==> src/rtl/led_mode_scheduler.sv <==
// Arbitrates the LED display controller's mode select between manual, auto-cycle,
// demo and alert requesters; all outputs are registered.
module led_mode_scheduler #(
  parameter int unsigned DWELL_CYCLES      = 100000000,
  parameter int unsigned ALERT_HOLD_CYCLES = 50000000,
  parameter int unsigned DEBOUNCE_CYCLES   = 1000000
) (
  input  logic       clk,
  input  logic       reset,
  input  logic [2:0] switchMode,
  input  logic       autoCycle,
  input  logic       btnNext,
  input  logic       clockLocked,
  input  logic       thermalThrottle,
  input  logic       demoActive,
  input  logic [2:0] demoPhase,
  output logic [2:0] displayMode,
  output logic [2:0] owner,
  output logic       modeValid,
  output logic       alertActive,
  output logic       modeChanged
);

  localparam int unsigned CNT_W = 32;
  localparam logic [CNT_W-1:0] DWELL_LAST = CNT_W'(DWELL_CYCLES - 1);
  localparam logic [CNT_W-1:0] HOLD_LAST  = CNT_W'(ALERT_HOLD_CYCLES - 1);
  localparam logic [CNT_W-1:0] DB_LAST    = CNT_W'(DEBOUNCE_CYCLES - 1);
  localparam logic [2:0]       IDX_LAST   = 3'd4;
  localparam logic [2:0]       MODE_HEARTBEAT = 3'd7;

  typedef enum logic [2:0] {
    S_INIT   = 3'd0,
    S_MANUAL = 3'd1,
    S_AUTO   = 3'd2,
    S_DEMO   = 3'd3,
    S_ALERT  = 3'd4
  } state_t;

  state_t            state_q, state_d, arb_state;
  logic              btn_meta, btn_sync, btn_db, btn_pulse;
  logic [CNT_W-1:0]  db_cnt;
  logic              thr_prev, thr_rise;
  logic [CNT_W-1:0]  hold_q, hold_d;
  logic [CNT_W-1:0]  dwell_q, dwell_d;
  logic [2:0]        auto_idx_q, auto_idx_d;
  logic [2:0]        mode_d, owner_d, mode_prev;
  logic              valid_d, alert_d;
  logic              unused_demo_bits;

  assign unused_demo_bits = ^demoPhase[2:1];
  assign thr_rise = thermalThrottle & ~thr_prev;

  // Button synchronizer, debouncer and rising-edge pulse
  always_ff @(posedge clk) begin
    if (reset) begin
      btn_meta  <= 1'b0;
      btn_sync  <= 1'b0;
      btn_db    <= 1'b0;
      btn_pulse <= 1'b0;
      db_cnt    <= '0;
      thr_prev  <= 1'b0;
    end else begin
      btn_meta  <= btnNext;
      btn_sync  <= btn_meta;
      btn_pulse <= 1'b0;
      thr_prev  <= thermalThrottle;
      if (btn_sync != btn_db) begin
        if (db_cnt == DB_LAST) begin
          btn_db    <= btn_sync;
          btn_pulse <= btn_sync;
          db_cnt    <= '0;
        end else begin
          db_cnt <= db_cnt + 1'b1;
        end
      end else begin
        db_cnt <= '0;
      end
    end
  end

  // State register
  always_ff @(posedge clk) begin
    if (reset) state_q <= S_INIT;
    else       state_q <= state_d;
  end

  // Next-state: lock loss beats everything, an alert holds until released
  always_comb begin
    arb_state = S_MANUAL;
    if (demoActive)     arb_state = S_DEMO;
    else if (autoCycle) arb_state = S_AUTO;
    state_d = state_q;
    if (!clockLocked) begin
      state_d = S_INIT;
    end else if (thr_rise) begin
      state_d = S_ALERT;
    end else if (state_q == S_ALERT) begin
      if (hold_q == '0 && !thermalThrottle) state_d = arb_state;
    end else begin
      state_d = arb_state;
    end
  end

  // Auto tour index, dwell and alert hold counters
  always_comb begin
    auto_idx_d = auto_idx_q;
    dwell_d    = dwell_q;
    hold_d     = hold_q;
    if (state_d == S_AUTO) begin
      if (state_q != S_AUTO) begin
        dwell_d = '0;
      end else if (btn_pulse || dwell_q == DWELL_LAST) begin
        dwell_d    = '0;
        auto_idx_d = (auto_idx_q == IDX_LAST) ? 3'd0 : auto_idx_q + 3'd1;
      end else begin
        dwell_d = dwell_q + 1'b1;
      end
    end
    if (state_d == S_ALERT) begin
      if (state_q != S_ALERT || thr_rise) hold_d = HOLD_LAST;
      else if (hold_q != '0)              hold_d = hold_q - 1'b1;
    end
  end

  always_ff @(posedge clk) begin
    if (reset) begin
      auto_idx_q <= '0;
      dwell_q    <= '0;
      hold_q     <= '0;
    end else begin
      auto_idx_q <= auto_idx_d;
      dwell_q    <= dwell_d;
      hold_q     <= hold_d;
    end
  end

  // Output decode from the upcoming state so mode and state move together
  always_comb begin
    mode_d  = MODE_HEARTBEAT;
    owner_d = 3'(state_d);
    valid_d = 1'b1;
    alert_d = 1'b0;
    case (state_d)
      S_INIT:   valid_d = 1'b0;
      S_MANUAL: mode_d  = switchMode;
      S_AUTO:   mode_d  = auto_idx_d;
      S_DEMO:   mode_d  = demoPhase[0] ? 3'd4 : 3'd3;
      S_ALERT: begin
        mode_d  = 3'd0;
        alert_d = 1'b1;
      end
      default: begin
        mode_d  = MODE_HEARTBEAT;
        valid_d = 1'b0;
      end
    endcase
  end

  always_ff @(posedge clk) begin
    if (reset) begin
      displayMode <= MODE_HEARTBEAT;
      mode_prev   <= MODE_HEARTBEAT;
      owner       <= 3'd0;
      modeValid   <= 1'b0;
      alertActive <= 1'b0;
      modeChanged <= 1'b0;
    end else begin
      displayMode <= mode_d;
      mode_prev   <= displayMode;
      owner       <= owner_d;
      modeValid   <= valid_d;
      alertActive <= alert_d;
      modeChanged <= (displayMode != mode_prev);
    end
  end

endmodule

==> config.mk <==
export PLATFORM = sky130hd
export DESIGN_NAME = led_mode_scheduler
export DESIGN_NICKNAME = d
export VERILOG_FILES = /design/src/rtl/led_mode_scheduler.sv
export SDC_FILE = /design/constraint.sdc
export NUM_CORES = 1
export LEC_CHECK = 0
export CORE_MARGIN = 2
export CORE_UTILIZATION = 44
export DETAILED_ROUTE_END_ITERATION = 10
export PLACE_DENSITY = 0.68
export SYNTH_ARGS = -nofsm -noshare
export SYNTH_HDL_FRONTEND = slang
export SYNTH_SLANG_ARGS = --single-unit
==> constraint.sdc <==
create_clock -name clk -period 4.1 [get_ports clk]
set_input_delay 0.615 -clock clk [delete_from_list [all_inputs] [get_ports clk]]
set_output_delay 0.615 -clock clk [all_outputs]
set_load 0.02 [all_outputs]
After elaboration in Yosys (flattened, before gate mapping)
Cells that the tools add are included.
- $add $sub $neg: 4
- mux-type cells: 18
- magnitude comparators: 0
- divide/modulo/power cells: 0
- reduce and logical (&&, ||, !) cells: 12
- bitwise operators: 4
- $mul: 0
- equality and inequality tests: 12
- shifts and indexed selects: 0
- operator list (kind ; number):
    $mux 32 ; 4
    $add 32x1->32 const B ; 2
    $eq 32x20->1 const B ; 1
    $eq 32x27->1 const B ; 1
    $logic_not 32->1 ; 1
    $reduce_bool 32->1 ; 1
    $sub 32x1->32 const B ; 1
    $mux 3 ; 9
    $pmux 3 s4 ; 1
    $eq 3x3->1 const B ; 3
    $eq 3x2->1 const B ; 2
    $reduce_or 3->1 ; 2
    $mux 2 ; 2
    $reduce_and 2->1 ; 2
    $reduce_or 4->1 ; 1
    $add 3x1->3 const B ; 1
    $eq 3x1->1 const B ; 1
    $ne 3x2->1 const B ; 1
    $ne 3x3->1 ; 1
    $ne 3x3->1 const B ; 1
    $not 1->1 ; 3
    $logic_or 1x1->1 ; 2
    $mux 1 ; 2
    $reduce_bool 2->1 ; 1
    4 further kinds ; 4
- word-level logic and storage cells: 65
- ROM bits: 0
- memories kept: 0
- bits of input ports: 13
- bits in registers: 116
- latch bits: 0
- bits in writable memories: 0

Longest topological paths before layout
Gate-level depths: netlist of run 1.
- word-level depth: 9
- depth in mapped cells: 9

Worst setup path before layout of run 1
No wires, ideal clock.
- path kind: register to register
- start: register hold_q[12]
- end: register dwell_q[21]
- path slack: 1309 ps
- stages on the path, launching flop included: 9
- arrival time: 2720 ps
- period minus slack after synthesis: 2791 ps
- data required time: 4030 ps
- path buffers: 2
- cells stage by stage: dfxtp_1 > or4_4 > or3_1 > buf_2 > a2111o_1 > a21o_1 > buf_6 > or4_1 > a21oi_1
- word-level cells in the longest chain between the ends: 7
- RTL lines (element ; line ; text):
    start, declared ; 43 ; logic [CNT_W-1:0] hold_q, hold_d;
    start signal, assigned ; 133 ; hold_q <= hold_d;
    $logic_not 32->1 ; 98 ; if (hold_q == '0 && !thermalThrottle) state_d = arb_state;
    $logic_and 1x1->1 ; 98 ;
    $mux 3 ; 98 ;
    $mux 3 ; 97 ; end else if (state_q == S_ALERT) begin
    $mux 3 ; 95 ; end else if (thr_rise) begin
    $mux 3 ; 93 ; if (!clockLocked) begin
    $eq 3x2->1 ; 109 ; if (state_d == S_AUTO) begin
    end signal, assigned ; 132 ; dwell_q <= dwell_d;
    end, declared ; 44 ; logic [CNT_W-1:0] dwell_q, dwell_d;
No other way between the ends.
A chain may end at the register's enable or synchronous reset.

Final worst setup path of run 1
- start: register hold_q[12]
- end: register dwell_q[28]
The elaborated chain is that of the path after synthesis.

==> results of run 1 <==
stage by stage:
stage | cells | hold WS, ps | setup WS [ps] | cell area, um2
floorplan | 698 | 413.8 | 1309 | 5799
global placement | 866 | 422.6 | 858.3 | 6133
detailed placement | 866 | 427.8 | 767.3 | 6133
CTS | 897 | 436.1 | 760.7 | 6735
global route | 897 | 443.9 | 556.4 | 6735
finish | 897 | 438.0 | 679.4 | 6735
flip-flops by register name, indices dropped and copies added (netlist names), 3 cells and up:
register / cells
auto_idx_q: 3
db_cnt: 32
displayMode: 3
dwell_q: 32
hold_q: 32
mode_prev: 3
owner: 3
cell usage in the layout, fill, tap and decap left out, types with 14 or more instances in the layout:
cell type / count
a21oi_1: 41
clkbuf_16: 17
clkdlybuf4s50_1: 18
dfxtp_1: 116
inv_1: 15
nand2_1: 41
nand3_1: 31
nand4_1: 22
nor2_1: 75
nor3_1: 47
nor4_1: 24
o21ai_0: 29
or3_1: 16
xnor2_1: 45
xor2_1: 14
kinds of logic (layout without fill, tap and decap cells):
family / after synthesis / count (layout) / synth area share (%)
AND/OR/NAND/NOR: 340 / 340 / 31.48
flip-flops: 116 / 116 / 40.04
XOR/XNOR: 59 / 59 / 8.911
multiplexers: 3 / 3 / 0.5178
adder cells (fa/ha/maj): 6 / 6 / 1.294
AO/OA/AOI/OAI: 128 / 128 / 14.61
buffers and inverters: 46 / 73 / 3.150
area by class of cell:
| type | instances | area, um2 | share of cell area [%] |
|---|---|---|---|
| multi-input cells | 536 | 3294 | 48.91 |
| well taps | 172 | 215.2 | 3.195 |
| clock buffers | 22 | 474.2 | 7.041 |
| inverters | 15 | 56.30 | 0.8360 |
| clock inverters | 9 | 127.6 | 1.895 |
| repair buffers | 27 | 245.2 | 3.641 |
| flip-flops and latches | 116 | 2322 | 34.48 |
where the power goes:
group	switching [mW]	internal (mW)
logic	0.142	0.0950
clock network	0.501	0.997
registers	0.0285	1.16
layer usage:
metal  vias to the layer above  part of all wire, %  track usage, %
li1                       2600                    -               -
met1                      2520                   46           25.46
met2                       132                   48           32.76
met3                        24                  4.1           5.164
met4                         0                  1.5           6.920
met5                         -                    0               0
worst max path at each step:
| stage | depth (start not counted) | start | slack [ps] | to |
|---|---|---|---|---|
| 4_1_cts | 6 | hold_q[12] | 760 | dwell_q[28] |
| 3_3_place_gp | 9 | clockLocked | 860 | hold_q[30] |
| 6_report | 6 | hold_q[12] | 680 | dwell_q[28] |
| 2_1_floorplan | 8 | hold_q[12] | 1310 | dwell_q[21] |
| 5_1_grt | 6 | hold_q[12] | 560 | dwell_q[26] |
| 3_5_place_dp | 6 | hold_q[12] | 770 | dwell_q[26] |
==> results_dict.tcl, run 1 <==
set metrics [dict create \
    synthTopCellsByCount "116 x dfxtp_1, 75 x nor2_1, 47 x nor3_1" \
    hp-start "btn_meta" \
    power_density_mw_per_mm2 433.5 \
    power.leakage_nw 2.171 \
    finalPower_mw 2.919 \
    critPathKind "reg2reg" \
    relSlewSlack_pct 22.93 \
    clockBufferDepth 2 \
    clkLatencyLatePin_ps 410 \
    worst_pin_slew_ps 1147 \
    ys_types 48 \
    track_usage_pct 19.99 \
    min_path_cells 1 \
    diodes 0 \
    critical-path-top-delay-family "simple AND/OR/NAND/NOR gates" \
    hold_viol 0 \
    yosysMostFrequentCell "dfxtp_1" \
    syn_avg_cell_area_um2 8.308 \
    critPathBufInv 0 \
    nets 732 \
    fp.dieW_um 118.8 \
    synth_ff_type "dfxtp_1" \
    crit_chain "or4_4 -> or3_1 -> a2111o_1 -> a21o_1 -> nor4_1 -> a32o_1" \
    vdd_drop_max_mv 0.2812 \
    die_area_mm2 0.01411 \
    cts.sinks 116 \
    r2r_cells 6 \
    status "completed" \
    holdCritPathClass "reg2reg" \
    overflow 0 \
    yosys-top-cells-area "dfxtp_1 40%, xnor2_1 6.8%, nor2_1 4.9%" \
    cp_slowest_stage_delay_ps 740 \
    utilization_pct 52.94 \
    drt_iter0_drc 451 \
    crit_required_ps 4450 \
    rr_endpoint "dwell_q[28]" \
    core_area_mm2 0.01272 \
    drc 0 \
    yosys_warnings 0 \
    cp-start-kind "register" \
    ys_seq_elements 116 \
    syn_nets 717 \
    antenna_found_initial 0 \
    cts_buffers 17 \
    place.gp.congestion 0.8387 \
    cts_hold_buf 0 \
    cts_resized 0 \
    period_needed_ps 3421 \
    yosys.area.top_type_share_pct 40.04 \
    firstDrtPassIters 5 \
    syn-instance-count 698 \
    nFillCells 1206 \
    drv_cap 0 \
    path_max_fanout 32 \
    layout-drive-gt1-share_pct 6.759 \
    worst_setup_path_end_kind "register" \
    rows 41 \
    htree_levels 4 \
    post_drt_wl_per_cell_um 15.16 \
    clock_skew_ps 10.23 \
    path_clk_slew_ps 50 \
    cts_setup_buffers 0 \
    ios 22 \
    synth-edff-count 0 \
    die_h_um 118.8 \
    dpl.hpwl_um 9162 \
    yosysSeqAreaShare_pct 40.04 \
    r2r_slack_ps 680 \
    cts_tree "done" \
    grt_pass1_vias 5050 \
    whs_endpoint "btn_sync" \
    rsz0062_at_grt "false" \
    io_buffers 19 \
    finalSetupViolations 0 \
    period_share_pct 83.43 \
    synth_area_mm2 0.005799 \
    finalSetupTns_ps 0 \
    drv_slew 0 \
    worstPathArrival_ps 3770 \
    wl_um 13600 \
    vias_per_cell 5.882 \
    initial_core_util_pct 45.58 \
    worstReg2RegStart "hold_q[12]" \
    vias 5276 \
    antenna_left 0 \
    grt_pass1_wl_um 23470 \
    syn_to_final_growth_pct 16.14 \
    cts_root_buf "clkbuf_16" \
    cpMaxStageDelayCell "nor4_1" \
    synth_top_cell_by_area "dfxtp_1" \
    grt_max_degree 64 \
    async_flop_share_pct 0 \
    fmaxAchievable_ghz 0.2924 \
]
No activity file was read; power rests on OpenSTA's default activity.
==> run 2: changes to the inputs <==
Settings changed: PLACE_DENSITY 0.68 to 0.7.
Clock period 4.1 ns to 2.95 ns, I/O delays scaled along.
==> results_dict.tcl, run 2 (synthesis results as in run 1) <==
set metrics [dict create \
    status "completed" \
    fmaxAchievable_ghz 0.3552 \
    drv_slew 0 \
    vias_per_cell 5.925 \
    cts_root_buf "clkbuf_16" \
    rows 41 \
    r2r_slack_ps 130 \
    diodes 0 \
    finalSetupViolations 0 \
    worstPathArrival_ps 3160 \
    syn_to_final_growth_pct 18.30 \
    cts.sinks 116 \
    antenna_found_initial 0 \
    period_share_pct 95.43 \
    initial_core_util_pct 45.58 \
    wl_um 14260 \
    utilization_pct 53.92 \
    grt_max_degree 33 \
    hold_viol 0 \
    post_drt_wl_per_cell_um 15.58 \
    p_int_mw 3.054 \
    htree_levels 4 \
    die_area_mm2 0.01411 \
    grt_pass1_vias 5302 \
    cts_tree "done" \
    mostFrequentLayoutCells "116 x dfxtp_1, 75 x nor2_1, 47 x nor3_1" \
    power_switching_share_pct 23.23 \
    die_h_um 118.8 \
    vdd_drop_max_mv 0.4175 \
    power.leakage_nw 2.242 \
    io_buffers 19 \
    fp.dieW_um 118.8 \
    path_max_fanout 16 \
    min_path_cells 1 \
    whs_endpoint "btn_sync" \
    cp-start-kind "register" \
    worst_pin_slew_ps 656.2 \
    finalSetupTns_ps 0 \
    cts_hold_buf 0 \
    grt_pass1_wl_um 24460 \
    holdCritPathClass "reg2reg" \
    r2r_cells 7 \
    relSlewSlack_pct 55.85 \
    worst_setup_path_end_kind "register" \
    rr_endpoint "dwell_q[0]" \
    layout-drive-gt1-share_pct 9.017 \
    rsz0062_at_grt "false" \
    track_usage_pct 20.94 \
    reg_top3 "db_cnt (32), dwell_q (32), hold_q (32)" \
    pwr-share-clk_pct 49.6 \
    crit_required_ps 3300 \
    p_sw_uw 923.9 \
    core_area_mm2 0.01272 \
    dpl.hpwl_um 9578 \
    clkLatencyLatePin_ps 420 \
    worstReg2RegStart "hold_q[12]" \
    clockBufferDepth 2 \
    vias 5421 \
    cts_buffers 17 \
    ios 22 \
    power_density_mw_per_mm2 579.9 \
    p_seq_share_pct 41.5 \
    drt_iter0_drc 492 \
    drv_cap 0 \
    hp-start "btn_meta" \
    place.gp.congestion 0.8528 \
    overflow 0 \
    critPathKind "reg2reg" \
    clock_skew_ps 5.034 \
    final_common_cell "dfxtp_1" \
    period_needed_ps 2815 \
    nets 751 \
    drc 0 \
    comb_power_share_pct 8.9 \
    antenna_left 0 \
    nFillCells 1221 \
    path_clk_slew_ps 50 \
    firstDrtPassIters 6 \
    multi_input_area_mm2 0.003318 \
    regArea_mm2 0.002322 \
]
run 2: changes by cell type in the layout (fill, tap and decap cells not counted), sizes merged:
cell / change
clkbuf: +3
bufinv: -1
buf: +19
clkinv: -3
run 2: what timing repair did:
action                     4_1_cts  5_1_grt
setup endpoints to repair        0       15
gates resized for setup          0        5
buffers inserted                 0        0
run 2: worst max path at each step:
stage          startpoint     endpoint  slack [ps]  cells past startpoint
6_report       hold_q[12]   dwell_q[0]         130                      7
5_1_grt         hold_q[0]   hold_q[30]          20                      9
4_1_cts        hold_q[12]   dwell_q[0]          20                      7
3_5_place_dp   hold_q[12]   dwell_q[0]          40                      7
3_3_place_gp   hold_q[12]   dwell_q[0]          90                      7
2_1_floorplan  hold_q[12]  dwell_q[21]         160                      8
run 2: layout make-up:
class,count,share of cell area (%)
inverters,15,0.8207
well taps,172,3.137
repair buffers,46,5.654
clock inverters,5,1.094
multi-input cells,536,48.37
flip-flops and latches,116,33.85
clock buffers,25,7.076
run 2: critical path, cell delays in order (launching register included):
cell      delay [ps]
dfxtp_1          350
or4_4            570
or3_1            340
a2111o_1         460
a21o_4           300
buf_4            210
or3_1            360
a21oi_1          150
run 2: routing by layer:
metal  vias up  track usage (%)  routed length (um)
met5         -                0                   0
met4         0            8.780                 248
met3        31            4.826                 638
met2       148            34.81                7002
met1      2604            25.99                6369
li1       2638                -                   -
run 2: metrics by stage:
| step | total power [mW] | cells | setup slack [ps] | hold WS [ps] | cell area (um2) |
|---|---|---|---|---|---|
| 2_1_floorplan | 1.900 | 698 | 159.4 | 413.8 | 5799 |
| 3_3_place_gp | 2.012 | 885 | 90.24 | 417.4 | 6276 |
| 3_5_place_dp | 2.025 | 885 | 39.38 | 431.8 | 6276 |
| 4_1_cts | 3.999 | 915 | 16.13 | 419.0 | 6837 |
| 5_1_grt | 4.127 | 915 | 20.75 | 448.4 | 6860 |
| 6_report | 3.978 | 915 | 134.8 | 434.4 | 6860 |
run 2: power by group through the flow:
stage	registers, mW	clock network (mW)	logic (mW)
3_3_place_gp	1.68	0	0.336
6_report	1.65	1.97	0.356
4_1_cts	1.65	2.00	0.350
3_5_place_dp	1.68	0	0.346
2_1_floorplan	1.68	0	0.222
5_1_grt	1.65	2.08	0.394
